<file path="config.mk">
export PLATFORM = sky130hd
export DESIGN_NAME = hazard_idex_stage
export DESIGN_NICKNAME = d
export VERILOG_FILES = /design/src/rtl/hazard_idex_stage.sv
export SDC_FILE = /design/constraint.sdc
export NUM_CORES = 1
export LEC_CHECK = 0
export CORE_MARGIN = 2
export CORE_UTILIZATION = 40
export CTS_CLUSTER_SIZE = 16
export DETAILED_ROUTE_END_ITERATION = 8
export PLACE_DENSITY = 0.91
export SYNTH_ARGS = -nofsm -noshare
export SYNTH_HDL_FRONTEND = slang
export SYNTH_SLANG_ARGS = --single-unit
</file>
<file path="constraint.sdc">
create_clock -name clk -period 2.05 [get_ports clk]
set_input_delay 0.3075 -clock clk [delete_from_list [all_inputs] [get_ports clk]]
set_output_delay 0.3075 -clock clk [all_outputs]
set_load 0.03 [all_outputs]
</file>
<file path="src/rtl/hazard_idex_stage.sv">
// ID-stage hazard detection (load-use, ID-resolved branch dependences, HLT drain)
// and the ID/EX pipeline register feeding the forwarding unit.
module hazard_idex_stage #(
  parameter int DATA_W     = 16,
  parameter int REG_W      = 4,
  parameter int HALT_DRAIN = 3
) (
  input  logic              clk,
  input  logic              rst_n,
  input  logic              id_valid,
  input  logic [3:0]        id_opcode,
  input  logic [REG_W-1:0]  id_rs,
  input  logic [REG_W-1:0]  id_rt,
  input  logic [REG_W-1:0]  id_rd,
  input  logic [DATA_W-1:0] id_rs_data,
  input  logic [DATA_W-1:0] id_rt_data,
  input  logic [DATA_W-1:0] id_imm,
  input  logic [DATA_W-1:0] id_pc_next,
  input  logic              branch_taken,
  input  logic              ex_mem_valid,
  input  logic [3:0]        ex_mem_opcode,
  input  logic [REG_W-1:0]  ex_mem_rd,
  output logic              stall,
  output logic              flush_ifid,
  output logic              id_ex_valid,
  output logic [3:0]        id_ex_opcode,
  output logic [REG_W-1:0]  id_ex_rs,
  output logic [REG_W-1:0]  id_ex_rt,
  output logic [REG_W-1:0]  id_ex_rd,
  output logic [DATA_W-1:0] id_ex_rs_data,
  output logic [DATA_W-1:0] id_ex_rt_data,
  output logic [DATA_W-1:0] id_ex_imm,
  output logic [DATA_W-1:0] id_ex_pc_next,
  output logic              halted
);

  localparam logic [3:0] OP_LW  = 4'b1000;
  localparam logic [3:0] OP_B   = 4'b1100;
  localparam logic [3:0] OP_BR  = 4'b1101;
  localparam logic [3:0] OP_HLT = 4'b1111;
  localparam int CNT_W = (HALT_DRAIN < 2) ? 1 : $clog2(HALT_DRAIN + 1);

  typedef enum logic [1:0] {RUN, DRAIN, HALTED} state_t;

  state_t           state_reg, state_next;
  logic [CNT_W-1:0] cnt_reg, cnt_next;

  function automatic logic uses_rs(input logic [3:0] op);
    return (op <= 4'b1011) || (op == OP_BR);
  endfunction

  function automatic logic uses_rt(input logic [3:0] op);
    return (op <= 4'b0011) || (op == 4'b0111) || (op == 4'b1001);
  endfunction

  function automatic logic is_writer(input logic [3:0] op);
    return (op <= 4'b1000) || (op == 4'b1010) || (op == 4'b1011) || (op == 4'b1110);
  endfunction

  function automatic logic sets_flags(input logic [3:0] op);
    return (op <= 4'b0010) || ((op >= 4'b0100) && (op <= 4'b0110));
  endfunction

  logic load_use, br_reg, br_flag, id_is_br, capture_hlt;

  always_comb begin
    id_is_br = (id_opcode == OP_BR);
    load_use = id_valid && id_ex_valid && (id_ex_opcode == OP_LW) && (id_ex_rd != '0) &&
               ((uses_rs(id_opcode) && (id_ex_rd == id_rs)) ||
                (uses_rt(id_opcode) && (id_ex_rd == id_rt)));
    // A BR reads its target in ID, so any in-flight producer of rs must land first.
    br_reg   = id_valid && id_is_br && (id_rs != '0) &&
               ((id_ex_valid && is_writer(id_ex_opcode) && (id_ex_rd != '0) && (id_ex_rd == id_rs)) ||
                (ex_mem_valid && (ex_mem_opcode == OP_LW) && (ex_mem_rd == id_rs)));
    br_flag  = id_valid && (id_is_br || (id_opcode == OP_B)) &&
               id_ex_valid && sets_flags(id_ex_opcode);
    stall       = load_use || br_reg || br_flag || (state_reg != RUN);
    flush_ifid  = branch_taken && id_valid && !stall && (state_reg == RUN);
    capture_hlt = id_valid && !stall && (id_opcode == OP_HLT);
  end

  always_comb begin
    state_next = state_reg;
    cnt_next   = cnt_reg;
    case (state_reg)
      RUN: begin
        if (capture_hlt) begin
          state_next = DRAIN;
          cnt_next   = CNT_W'(HALT_DRAIN);
        end
      end
      DRAIN: begin
        cnt_next = cnt_reg - CNT_W'(1);
        if (cnt_reg == CNT_W'(1)) state_next = HALTED;
      end
      HALTED:  state_next = HALTED;
      default: state_next = RUN;
    endcase
  end

  always_ff @(posedge clk) begin
    if (!rst_n) begin
      state_reg <= RUN;
      cnt_reg   <= '0;
    end else begin
      state_reg <= state_next;
      cnt_reg   <= cnt_next;
    end
  end

  // A bubble zeroes rd as well, so it can never produce a forwarding match.
  always_ff @(posedge clk) begin
    if (!rst_n || stall) begin
      id_ex_valid   <= 1'b0;
      id_ex_opcode  <= '0;
      id_ex_rs      <= '0;
      id_ex_rt      <= '0;
      id_ex_rd      <= '0;
      id_ex_rs_data <= '0;
      id_ex_rt_data <= '0;
      id_ex_imm     <= '0;
      id_ex_pc_next <= '0;
    end else begin
      id_ex_valid   <= id_valid;
      id_ex_opcode  <= id_opcode;
      id_ex_rs      <= id_rs;
      id_ex_rt      <= id_rt;
      id_ex_rd      <= id_rd;
      id_ex_rs_data <= id_rs_data;
      id_ex_rt_data <= id_rt_data;
      id_ex_imm     <= id_imm;
      id_ex_pc_next <= id_pc_next;
    end
  end

  assign halted = (state_reg == HALTED);

endmodule

</file>
==> results.toml, run 1 <==
[status]
status = "finished with violations"
failed_checks = "negative setup slack"

[worst_hold_path]
holdPathStages = 3
hold_class = "input port to flip-flop"

[floorplanning]
die_h_um = 97.72
die_area_um2 = 9549
start_util_pct = 40.68
num_io_pins = 177
die_w_um = 97.72
rows = 34
coreArea_um2 = 8636

[global_route]
met2_usage_pct = 34.22
grt_pass1_vias = 3128
grt_overflow = 0
antenna_found_initial = 0
grt_busiest_layer = "met2"
grt_max_degree = 70
grt_util_all_layers_pct = 19.23
grtUsageMet3_pct = 5.180
use_met1_pct = 21.93
grt_pass1_wl_um = 14860

[route]
drt-initial-drc-count = 51
vias = 3080
drtAntennaViolNets = 0
wl_per_cell_um = 14.25
route.detailed.drc = 0
viasPerCell = 4.790
first_pass_iters = 5
routed_wl_um = 9164

[sta]
relSlewSlack_pct = 74.45
final_max_slew_viol_count = 0
tns_ps = -317.0
worst_slew_pin_slew_ps = 378.0
rsz0062_at_grt = "true"
period_share_pct = 107.8
finClkSkew_ps = 9.451
period_needed_ps = 2211
max_freq_ghz = 0.4523
setup_violations = 2
holdWs_ps = 362.9
final_hold_viol_count = 0
fin_ws_ps = -160.8

[clock_tree]
cts_buffer_depth = 2
h-tree-depth = 3
cts.clk_slew.worst_paths_ps = 80
hold_buffers = 0
cts_tree = "built"
root_buffer = "clkbuf_8"
cts_buffers = 9
clock_sinks = 85
clock_latency_ps = 340

[critical_path]
critical_path_class = "flip-flop to primary output"
ff2ff_path_depth = 8
cp.arrival_ps = 1900
crit_required_ps = 1740
critPathMaxFanout = 5
cp-end-kind = "primary output"
cp-start-kind = "flip-flop"

[layout]
final_common_cell = "clkdlybuf4s50_1"
final_cell_mix = "clkdlybuf4s50_1, nand2_1, dfxtp_1"
antenna_cells = 0
fin_nets = 628
syn2layout_area_growth_pct = 63.11
stdcell_area_um2 = 5731
drive_above_1_share_pct = 25.61

[yosys]
syn_nets = 439
ys_types = 31
synth_area_leaders = "dfxtp_1, nor3_2, nand2_1"
syn_inst = 342
synth-seq-cells = 85
syn_area_um2 = 3513
synth_top_area_share_pct = 48.43
yosys_warnings = 0
synth_area_per_cell_um2 = 10.27
ys_seq_area_share_pct = 48.43
synth_area_leader_cell = "dfxtp_1"

[flow_run]
max-cap-violations = 0

[pwr]
power.density_nw_per_um2 = 651.2
clkPwrFrac_pct = 30.0
power_frac_seq_pct = 47.7
p_int_uw = 2723
combPwrFrac_pct = 22.3
peakVddDrop_uv = 405.5
finalPower_uw = 3732
swShare_pct = 27.02
power_switching_uw = 1008
p_leak_uw = 0.002508

[placement]
place_congestion = 0.8851
place_area_um2 = 5500
pre_cts_slack_ps = -287.0
dp_hpwl_um = 6934
io_buffers = 176
-- layer usage --
layer	vias up	part of all wire, %
li1	1510	-
met1	1423	41
met2	134	51
met3	13	7.2
met4	0	1.4
met5	-	0
-- worst max-delay path, cell delays in order, from the launching register on --
cell	delay [ps]
dfxtp_2	330
o41a_1	430
buf_4	140
a41o_4	270
or2_4	250
buf_6	140
-- power groups by stage --
| stage | Combinational (uW) | Clock [uW] | Sequential [uW] |
|---|---|---|---|
| finish | 832 | 1120 | 1780 |
| global route | 882 | 1210 | 1790 |
| CTS | 836 | 1160 | 1780 |
| detailed placement | 829 | 0 | 1820 |
| global placement | 817 | 0 | 1820 |
| floorplan | 201 | 0 | 2010 |
-- synth_stat cells (all sizes together) --
cell type  number
a21oi           3
a41o            1
and3            1
buf            18
clkbuf          9
dfxtp          85
ha              4
inv             5
mux2i           2
nand2          87
nand3           4
nand3b          2
nand4           3
nor2            6
nor2b           4
nor3           83
nor4b           1
o2111a          1
o211ai          2
o21a            1
o221a           1
o22ai           1
o311a           1
o31ai           1
o41a            1
o41ai           1
or2             1
or3b            1
xnor2          12
-- per-stage QoR --
stage / utilization, % / instances
floorplan: - / 342
global route: 66.36 / 643
CTS: 66.13 / 642
finish: 66.36 / 643
detailed placement: 63.69 / 626
global placement: 63.69 / 626
-- logic make-up (layout without fill, tap and decap cells) --
| logic type | after synthesis | count (layout) | share of synthesized area, % |
|---|---|---|---|
| DFF | 85 | 85 | 48.43 |
| and+or+nand+nor | 193 | 193 | 36.25 |
| muxes | 2 | 2 | 0.5698 |
| AOI/OAI and AO/OA | 14 | 14 | 3.241 |
| adders and majority gates | 4 | 4 | 1.425 |
| buffers and inverters | 32 | 225 | 7.087 |
| xor gates and xnor gates | 12 | 12 | 2.991 |
-- repair_timing --
item                                    4_1_cts  5_1_grt
buffers inserted                              1        1
endpoints found under the setup margin        2       11
pin swaps                                     5        6
resized for setup                             7        3
-- path summary, 6_finish.rpt --
| path | start | endpoint | slack (ps) |
|---|---|---|---|
| setup / recovery | id_ex_rd[0]$_SDFF_PP0_ | stall | -160 |
| hold / removal | rst_n | id_ex_pc_next[5]$_SDFF_PP0_ | 360 |
| setup reg to reg | id_ex_rd[0]$_SDFF_PP0_ | id_ex_rt_data[15]$_SDFF_PP0_ | 170 |
| hold reg to reg | cnt_reg[1]$_SDFFE_PN0P_ | cnt_reg[1]$_SDFFE_PN0P_ | 550 |
-- cell type report --
cell class | count | area, um2
Clock buffer | 11 | 131.4
Clock inverter | 4 | 50.05
Fill cell | 677 | 2905
Inverter | 5 | 18.77
Multi-Input combinational cell | 225 | 1613
Sequential cell | 85 | 1705
Tap cell | 108 | 135.1
Timing Repair Buffer | 205 | 2077
(Power assumes the default switching activity.)
==> run 2: changes to the inputs <==
==> constraint.sdc (replaced) <==
create_clock -name clk -period 2.05 [get_ports clk]
set_input_delay 0.5125 -clock clk [delete_from_list [all_inputs] [get_ports clk]]
set_output_delay 0.5125 -clock clk [all_outputs]
set_load 0.03 [all_outputs]
==> run 2 against run 1 <==
Effect of this change: the run still ends with negative setup slack left; clock-buffer cell count fell by 2; fmax fell by 9.6%; combinational power decreased by 0.5%; critical path type is now input port to primary output; critical endpoint unchanged; largest cell class unchanged.
==> results.toml, run 2 (synthesis results as in run 1) <==
[worst_hold_path]
hold_class = "flip-flop to flip-flop"

[critical_path]
cp.arrival_ps = 1930
rrSetupSlack_ps = 110
crit_required_ps = 1540
cp-end-kind = "primary output"
path_buf_inv = 2
cp_top_family = "buffers and inverters"
cp-start-kind = "input port"
path_cells = "clkdlybuf4s50_1 > nand3_1 > o31ai_1 > a41o_4 > or2_4 > buf_6"
cpPeakStageDelay_ps = 500
critical_path_class = "input port to primary output"
cp_slowest_cell = "clkdlybuf4s50_1"
critPathMaxFanout = 4

[floorplanning]
num_io_pins = 177
die_h_um = 97.72
coreArea_um2 = 8636
start_util_pct = 40.68
die_area_um2 = 9549
die_w_um = 97.72
rows = 34

[route]
route.detailed.drc = 0
first_pass_iters = 4
vias = 3084
drt-initial-drc-count = 74
routed_wl_um = 9576
viasPerCell = 4.841
wl_per_cell_um = 15.03
drtAntennaViolNets = 0

[clock_tree]
root_buffer = "clkbuf_8"
cts_buffers = 9
cts_tree = "built"
h-tree-depth = 3
cts_buffer_depth = 2
cts.clk_slew.worst_paths_ps = 90
clock_sinks = 85
clock_latency_ps = 350

[sta]
worst_slew_pin_slew_ps = 514.4
period_needed_ps = 2446
final_max_slew_viol_count = 0
final_hold_viol_count = 0
setup_violations = 2
max_freq_ghz = 0.4089
rsz0062_at_grt = "true"
fin_ws_ps = -395.7
holdWs_ps = 545.5
finClkSkew_ps = 11.94
period_share_pct = 119.3
relSlewSlack_pct = 65.71

[global_route]
grt_util_all_layers_pct = 19.91
grt_pass1_wl_um = 15200
grt_pass1_vias = 3159
grt_max_degree = 40
grt_overflow = 0
antenna_found_initial = 0

[placement]
io_buffers = 176
dp_hpwl_um = 7090
dp_cells = 618
place_congestion = 0.8457

[pwr]
finalPower_uw = 3911
swShare_pct = 27.15
clkPwrFrac_pct = 33.3
power_switching_uw = 1062
power.density_nw_per_um2 = 682.9
combPwrFrac_pct = 21.2
p_int_uw = 2849
p_leak_uw = 0.002546
power_frac_seq_pct = 45.5
peakVddDrop_uv = 455.8

[status]
status = "finished with violations"
failed_checks = "negative setup slack"

[layout]
ff_latch_area_um2 = 1712
syn2layout_area_growth_pct = 63.00
multi_input_area_um2 = 1617
final_cells = 637
fin_nets = 621
final_common_cell = "clkdlybuf4s50_1"
final_cell_mix = "clkdlybuf4s50_1, nand2_1, dfxtp_1"
antenna_cells = 0
fillers = 698
drive_above_1_share_pct = 25.33

[flow_run]
max-cap-violations = 0
run 2: worst paths after layout:
| path | startpoint | endpoint | cells after the start |
|---|---|---|---|
| worst max-delay path | id_valid | stall | 6 |
| worst min-delay path | cnt_reg[1]$_SDFFE_PN0P_ | cnt_reg[1]$_SDFFE_PN0P_ | 1 |
| worst max register to register | id_ex_rd[3]$_SDFF_PP0_ | id_ex_imm[5]$_SDFF_PP0_ | 8 |
| worst min register to register | cnt_reg[1]$_SDFFE_PN0P_ | cnt_reg[1]$_SDFFE_PN0P_ | 1 |
run 2: power by group through the flow:
stage / Clock [uW] / Sequential, uW / Combinational (uW)
2_1_floorplan: 0 / 2010 / 201
3_3_place_gp: 0 / 1820 / 820
3_5_place_dp: 0 / 1820 / 829
4_1_cts: 1340 / 1780 / 833
5_1_grt: 1410 / 1790 / 880
6_report: 1300 / 1780 / 828
run 2: per-layer routing:
metal / part of all wire, % / GRT usage (%) / vias to the layer above
li1: - / - / 1500
met1: 39 / 21.78 / 1435
met2: 51 / 36.13 / 131
met3: 8.1 / 7.122 / 18
met4: 1.8 / 5.983 / 0
met5: 0 / 0 / -
run 2: through the flow:
| step | instance area (um2) | setup WS [ps] | setup TNS, ps | utilization (%) |
|---|---|---|---|---|
| 2_1_floorplan | 3537 | -129.2 | -195.9 | - |
| 3_3_place_gp | 5410 | -615.9 | -43530 | 62.65 |
| 3_5_place_dp | 5410 | -613.1 | -47390 | 62.65 |
| 4_1_cts | 5705 | -428.6 | -829.1 | 66.07 |
| 5_1_grt | 5727 | -438.3 | -868.5 | 66.31 |
| 6_report | 5727 | -395.7 | -750.3 | 66.31 |
run 2: repair_timing:
item / CTS / global route
gates resized for setup: 24 / 7
buffers inserted: 2 / 0
hold buffers: 0 / 0
endpoints found under the hold margin: 0 / 0
pin swaps: 4 / 6
setup endpoints to repair: 84 / 40
cloned: 1 / 0
run 2: final cells by class:
class / count / area share, %
Timing Repair Buffer: 198 / 35.35
Inverter: 5 / 0.3277
Sequential cell: 85 / 29.89
Clock inverter: 7 / 1.682
Tap cell: 108 / 2.360
Clock buffer: 9 / 2.163
Multi-Input combinational cell: 225 / 28.23
==> run 3: changes to the inputs <==
- clock period: 2.05 -> 2.7 ns (I/O delays scaled with it)
==> run 3 against run 2 <==
Effect of this change: the flow now finishes without violations; clock-buffer cell count up 1; cell count down 0.63%; non-clock buffer count down 3; setup slack better by 420 ps; register-to-register slack better by 300 ps; worst hold slack better by 9.5 ps; design area down 2.3%; sequential share of layout area up 0.57 points; clock power down 34%; largest cell class unchanged; highest routed layer unchanged.
==> results.toml, run 3 (synthesis results as in run 1) <==
[pwr]
peakVddDrop_uv = 237.0
p_leak_uw = 0.002457
power.density_nw_per_um2 = 506.6

[layout]
fin_nets = 618
fillers = 687
postLayoutCoreUtil_pct = 64.78
final_common_cell = "clkdlybuf4s50_1"
stdcell_area_um2 = 5594
drive_above_1_share_pct = 26.10
final_cell_mix = "clkdlybuf4s50_1, nand2_1, dfxtp_1"
multi_input_area_um2 = 1647
ff_latch_area_um2 = 1704
antenna_cells = 0
syn2layout_area_growth_pct = 59.22

[floorplanning]
num_io_pins = 177
die_h_um = 97.72
die_area_um2 = 9549
die_w_um = 97.72
rows = 34
start_util_pct = 40.68
coreArea_um2 = 8636

[clock_tree]
cts_buffers = 9
hold_buffers = 0
cts_buffer_depth = 2
h-tree-depth = 3
cts.clk_slew.worst_paths_ps = 90
clock_sinks = 85
clock_latency_ps = 350
root_buffer = "clkbuf_8"
cts_tree = "built"

[worst_hold_path]
hold_class = "flip-flop to flip-flop"

[sta]
worst_slew_pin_slew_ps = 692.8
max_freq_ghz = 0.3740
finClkSkew_ps = 12.79
period_share_pct = 99.03
fin_ws_ps = 26.14
setup_violations = 0
final_hold_viol_count = 0
rsz0062_at_grt = "true"
relSlewSlack_pct = 53.81
holdWs_ps = 555.0
period_needed_ps = 2674
final_max_slew_viol_count = 0

[route]
route.detailed.drc = 0
drtAntennaViolNets = 0
drt-initial-drc-count = 85
routed_wl_um = 9519
first_pass_iters = 4
viasPerCell = 4.809
vias = 3044
wl_per_cell_um = 15.04

[flow_run]
max-cap-violations = 0

[critical_path]
cp.arrival_ps = 2000
crit_required_ps = 2030
critical_path_class = "input port to primary output"
cp-end-kind = "primary output"
critPathMaxFanout = 3
cp-start-kind = "input port"

[placement]
io_buffers = 176
dp_hpwl_um = 6865
place_area_um2 = 5341
pre_cts_slack_ps = -316.1
place_congestion = 0.8803

[status]
status = "completed"

[global_route]
antenna_found_initial = 0
grt_max_degree = 58
grt_pass1_vias = 3075
grt_overflow = 0
grt_util_all_layers_pct = 19.83
grt_pass1_wl_um = 15320
run 3: cell types whose count changed in the layout (fill, tap and decap cells not counted), moves of 2 or more:
| cell | change |
|---|---|
| buf_4 | +4 |
| clkdlybuf4s15_2 | +3 |
| dlygate4sd2_1 | -3 |
| dlymetal6s2s_1 | -3 |
| buf_12 | -2 |
| buf_16 | -2 |
| clkbuf_2 | +2 |
| clkinv_2 | +2 |
| dfxtp_1 | +2 |
| dfxtp_4 | -2 |
| xnor2_1 | -2 |
| xnor2_2 | +2 |
run 3: layer usage:
metal	global-route usage, %	vias up	wire length [um]
met5	0	-	0
met4	6.090	0	174
met3	5.468	17	649
met2	35.86	124	4944
met1	22.72	1410	3750
li1	-	1493	-
run 3: layout make-up:
cell class | instances | area share (%)
Sequential cell | 85 | 30.46
Inverter | 5 | 0.3355
Clock inverter | 5 | 0.9394
Timing Repair Buffer | 195 | 34.13
Tap cell | 108 | 2.416
Multi-Input combinational cell | 225 | 29.43
Clock buffer | 10 | 2.281
run 3: worst paths after layout:
check                                             start  slack [ps]  cells after the start                           to
worst max register to register   id_ex_rd[3]$_SDFF_PP0_         410                      7  id_ex_pc_next[0]$_SDFF_PP0_
worst max-delay path                           id_valid          30                      6                        stall
worst min register to register  cnt_reg[1]$_SDFFE_PN0P_         550                      1      cnt_reg[1]$_SDFFE_PN0P_
worst min-delay path            cnt_reg[1]$_SDFFE_PN0P_         550                      1      cnt_reg[1]$_SDFFE_PN0P_
run 3: report_power, final:
group | total [uW] | switching, uW | internal [uW]
registers | 1350 | 28.9 | 1330
clock network | 860 | 442 | 418
logic | 620 | 310 | 310
total | 2830 | 781 | 2050
run 3: through the flow:
stage	instances	setup TNS [ps]	total power [uW]
finish	633	0	2834
global route	633	-63.67	2960
CTS	632	0	2863
detailed placement	616	-14450	2003
global placement	616	-12440	1991
floorplan	342	0	1674
run 3: what timing repair did:
item / 4_1_cts / 5_1_grt
buffers inserted: 1 / 1
pin swaps: 9 / 7
gates resized for setup: 33 / 10
endpoints found under the setup margin: 2 / 2
run 3: critical path: stages:
cell	delay [ps]
clkdlybuf4s50_1	510
nand3_2	110
o31ai_2	290
a41o_4	170
or2_4	120
buf_6	120
==> patch 1: new RTL, settings of run 1 <==
Set the parameter `HALT_DRAIN` to 2 (it was 3).
--- a/src/rtl/hazard_idex_stage.sv
+++ b/src/rtl/hazard_idex_stage.sv
@@ -4,5 +4,5 @@
   parameter int DATA_W     = 16,
   parameter int REG_W      = 4,
-  parameter int HALT_DRAIN = 3
+  parameter int HALT_DRAIN = 2
 ) (
   input  logic              clk,
Formal check against the unedited RTL: not equivalent (a bounded check fails within 4 cycles, from zero or initial values and one cycle with rst_n low).
==> patch 1 against run 1 <==
  * The run still ends with setup timing left
  * Critical path type unchanged
  * Hold slack better by 0.0032 ns
  * Wire length is 4.3% higher
  * Highest routed layer unchanged
  * Area after synthesis stayed put
  * Count of clock-buffer cells in the layout is 2 lower
  * Die area stayed put
  * Setup slack worse by 0.025 ns
  * Design area is 0.15% higher
  * Total power is 2.8% higher
  * Critical path depth is 2 higher
  * Critical endpoint is now flush_ifid
  * Sequential cell count stayed put
==> patch 1: results (changes against run 1) <==
| Metric | Value |
|---|---|
| Worst Hold Slack | 0.3661 ns (was 0.3629 ns) |
| Net Sw Power | 0.001005 W (was 0.001008 W) |
| Portion of the layout cell area used by non-clock buffers | 36.10% (was 36.24%) |
| Worst IR Drop VDD | 331.7 µV (was 405.5 µV) |
| Final Instance Count excl. Fillers | 648 (was 643) |
| Gate count of the mapped netlist | 344 (was 342) |
| Violations in the final reports | setup timing (unchanged) |
| Detailed route wirelength on metal3 | 594 µm (was 656 µm) |
| List of most frequent post-synthesis cells | 88 x sky130_fd_sc_hd__nand2_1, 85 x sky130_fd_sc_hd__dfxtp_1, 80 x sky130_fd_sc_hd__nor3_2 (was 87 x sky130_fd_sc_hd__nand2_1, 85 x sky130_fd_sc_hd__dfxtp_1, 80 x sky130_fd_sc_hd__nor3_2) |
| Routability congestion estimate | 0.8951 (was 0.8851) |
| Critical path arrival | 1.93 ns (was 1.90 ns) |
| Met1 GRT Util | 21.73% (was 21.93%) |
| Wire length on met1 | 3615 µm (was 3728 µm) |
| Count of buffers not belonging to the clock network in the layout | 209 (was 205) |
| First-pass GRT wire length | 15460 µm (was 14860 µm) |
| Fin worst setup slack | -0.1860 ns (was -0.1608 ns) |
| Total negative slack | -0.3699 ns (was -0.3170 ns) |
| Maximum number of pins on one net before global-route repair | 45 (was 70) |
| Routed met2 length | 5145 µm (was 4646 µm) |
| Reg2reg end | id_ex_rt_data[11] (was id_ex_rt_data[15]) |
| Met2 capacity usage during global routing | 36.87% (was 34.22%) |
| Outcome | finished with violations (unchanged) |
| Syn nets | 441 (was 439) |
| Number of failing setup endpoints in the final timing report | 2 (unchanged) |
| Final #Nets | 634 (was 628) |
| Worst hold endpoint | id_ex_rd[1] (was id_ex_pc_next[5]) |
| Gate power share | 21.6% (was 22.3%) |
| Layout clock area frac | 3.510% (was 3.166%) |
| Critical Path Max Stage Delay | 0.45 ns (was 0.43 ns) |
| Sequential share of cell area | 29.71% (was 29.76%) |
| Resized cells post-CTS | 8 (was 7) |
| Setup skew after layout | 0.01288 ns (was 0.009451 ns) |
| Placed wire-length estimate | 7405 µm (was 6934 µm) |
| Static Leakage | 2.514 nW (was 2.508 nW) |
| Fraction of the mapped netlist area in compound gates | 3.134% (was 3.241%) |
| Total detailed-routing wirelength | 9557 µm (was 9164 µm) |
| Vias in the first global route | 3264 (was 3128) |
[patch 1: per-stage QoR]
step | setup WS [ns] | power (W) | utilization (%)
after floorplan | 0.00002842 | 0.002206 | -
after global placement | -0.2474 | 0.002624 | 63.69
after detailed placement | -0.2871 | 0.002647 | 63.69
after CTS | -0.2098 | 0.003881 | 66.31
after global routing | -0.2839 | 0.003999 | 66.46
final | -0.1860 | 0.003837 | 66.46
[patch 1: worst max-delay path by stage]
| stage | start | end | cells past startpoint |
|---|---|---|---|
| floorplan | id_ex_rd[3] | flush_ifid | 7 |
| global route | id_ex_rd[1] | flush_ifid | 7 |
| CTS | id_ex_rd[1] | flush_ifid | 7 |
| global placement | id_opcode[3] | stall | 7 |
| detailed placement | id_rs[0] | stall | 6 |
| finish | id_ex_rd[0] | flush_ifid | 7 |
[patch 1: tightest hold or removal path, delay by kind of cell]
kind          cells  cell delay [ns]
buf+inv           1             0.21
simple gates      2             0.15
==> patch 2: new RTL, config.mk and constraints of run 1 <==
Made on the original files. Reset style: asynchronous (`rst_n`), changed in one clocked block.
--- a/src/rtl/hazard_idex_stage.sv
+++ b/src/rtl/hazard_idex_stage.sv
@@ -99,5 +99,5 @@
   end
 
-  always_ff @(posedge clk) begin
+  always_ff @(posedge clk or negedge rst_n) begin
     if (!rst_n) begin
       state_reg <= RUN;
Check against the original RTL: differs if rst_n is asserted again (counterexample within 4 cycles, from zero or initial values and one cycle with rst_n low); with rst_n held inactive, the same outputs for 10 cycles.
==> patch 2 against run 1 <==
  * The flow still finishes with violations (setup timing)
  * Utilization grew 2.7 points
  * Final cell count up 1.9%
  * Wire length increased by 11%
  * Sequential cell count did not move
  * Design area is 3.6% higher
  * Hold slack worse by 0.24 ns
  * Area after synthesis is 0.21% lower
  * Setup slack got worse by 0.030 ns
  * Critical path type unchanged
  * Highest routed layer unchanged
Power is not compared: it rests on default switching activity, and its combinational part moved more than twofold at a synthesized area within 25%.
==> patch 2: results (changes against run 1) <==
| Metric | Value |
|---|---|
| Outcome | finished with violations (unchanged) |
| Violations in the final reports | setup timing (unchanged) |
| Met2 capacity usage during global routing | 37.61% (was 34.22%) |
| Vias in the first global route | 3355 (was 3128) |
| Routability congestion estimate | 0.9381 (was 0.8851) |
| Final #Nets | 639 (was 628) |
| Met3 track demand over resource | 7.626% (was 5.180%) |
| Share of synthesized area occupied by flip-flops and latches | 49.11% (was 48.43%) |
| Maximum number of pins on one net before global-route repair | 51 (was 70) |
| Total detailed-routing wirelength | 10140 µm (was 9164 µm) |
| Routed met2 length | 5463 µm (was 4646 µm) |
| Total negative slack | -0.3676 ns (was -0.3170 ns) |
| Met1 GRT Util | 21.08% (was 21.93%) |
| Final cell area excluding filler cells | 5934 µm² (was 5731 µm²) |
| Critical path arrival | 1.93 ns (was 1.90 ns) |
| Wire length on met1 | 3720 µm (was 3728 µm) |
| Biggest area contributors in the synthesized netlist | sky130_fd_sc_hd__dfxtp_1 46%, sky130_fd_sc_hd__nor3_2 23%, sky130_fd_sc_hd__nand2_1 9.5%, sky130_fd_sc_hd__buf_6 5.1%, sky130_fd_sc_hd__xnor2_1 3.2% (was sky130_fd_sc_hd__dfxtp_1 48%, sky130_fd_sc_hd__nor3_2 23%, sky130_fd_sc_hd__nand2_1 9.3%, sky130_fd_sc_hd__buf_6 5.4%, sky130_fd_sc_hd__xnor2_1 3.0%) |
| Placed wire-length estimate | 7296 µm (was 6934 µm) |
| Initial detailed-routing violation count | 95 (was 51) |
| Syn nets | 438 (was 439) |
| R2R setup slack | 0.05 ns (was 0.17 ns) |
| Worst slack at placement | -0.2947 ns (was -0.2870 ns) |
| Fraction of registers with async set/reset | 4.706% (was 0%) |
| Worst Hold Slack | 0.1206 ns (was 0.3629 ns) |
| Pre-Repair DR Iteration Count | 4 (was 5) |
| Detailed route wirelength on metal3 | 713 µm (was 656 µm) |
| Cell area after placement | 5514 µm² (was 5500 µm²) |
| Total placed cells including tap cells | 632 (was 626) |
| Unique masters post-synth | 32 (was 31) |
| Fin worst setup slack | -0.1903 ns (was -0.1608 ns) |
| Class of the tightest hold or removal check | input pin to async pin (was input pin to flip-flop) |
| Final Instance Count excl. Fillers | 655 (was 643) |
| Critical Path Max Stage Delay | 0.46 ns (was 0.43 ns) |
| Number of failing setup endpoints in the final timing report | 2 (unchanged) |
| First-pass GRT wire length | 15750 µm (was 14860 µm) |
| Via count of the routed design | 3138 (was 3080) |
[patch 2: cell types whose count changed after synthesis, moves of 2 or more]
cell,delta
sky130_fd_sc_hd__dfrtp_1,+4
sky130_fd_sc_hd__dfxtp_1,-4
sky130_fd_sc_hd__nor2b_1,-3
sky130_fd_sc_hd__nand2_1,+2
sky130_fd_sc_hd__nand3_1,-2
[patch 2: cells by family (layout without fill, tap and decap cells)]
kind of cell,count (synthesis),after routing,synth area share [%]
AOI/OAI and AO/OA,14,14,2.891
buffers and inverters,33,239,7.102
muxes,2,2,0.6067
adders and majority gates,4,4,1.428
and+or+nand+nor,190,190,35.62
DFF,85,85,49.11
xor gates and xnor gates,13,13,3.248
[patch 2: cell type report]
class	instances	area, µm²
well taps	108	135.1
clock inverters	5	60.06
multi-input cells	223	1622
inverters	6	22.52
repair buffers	217	2225
clock buffers	11	141.4
fillers	654	2659
flip-flops and latches	85	1729
[patch 2: power breakdown]
part | leakage [nW] | internal, W | switching [W]
Sequential | 0.714 | 0.00196 | 0.000117
Combinational | 1.63 | 0.00125 | 0.00157
Clock | 0.0878 | 0.000597 | 0.000597
Total | 2.43 | 0.00381 | 0.00228
[patch 2: repair_timing]
item,4_1_cts,5_1_grt
gates cloned,0,4
endpoints found under the setup margin,2,43
setup buffers,2,1
gates resized for setup,6,16
pin swaps,5,6
[patch 2: final timing paths]
path / startpoint / cells past startpoint / end
setup / recovery: id_ex_rd[0] / 6 / stall
hold / removal: rst_n / 2 / cnt_reg[0]
setup reg to reg: id_ex_rd[0] / 9 / id_ex_rt_data[4]
hold reg to reg: state_reg[0] / 1 / state_reg[0]
max in group asynchronous: rst_n / 2 / state_reg[1]
min in group clk: id_rs[2] / 3 / id_ex_rs[2]
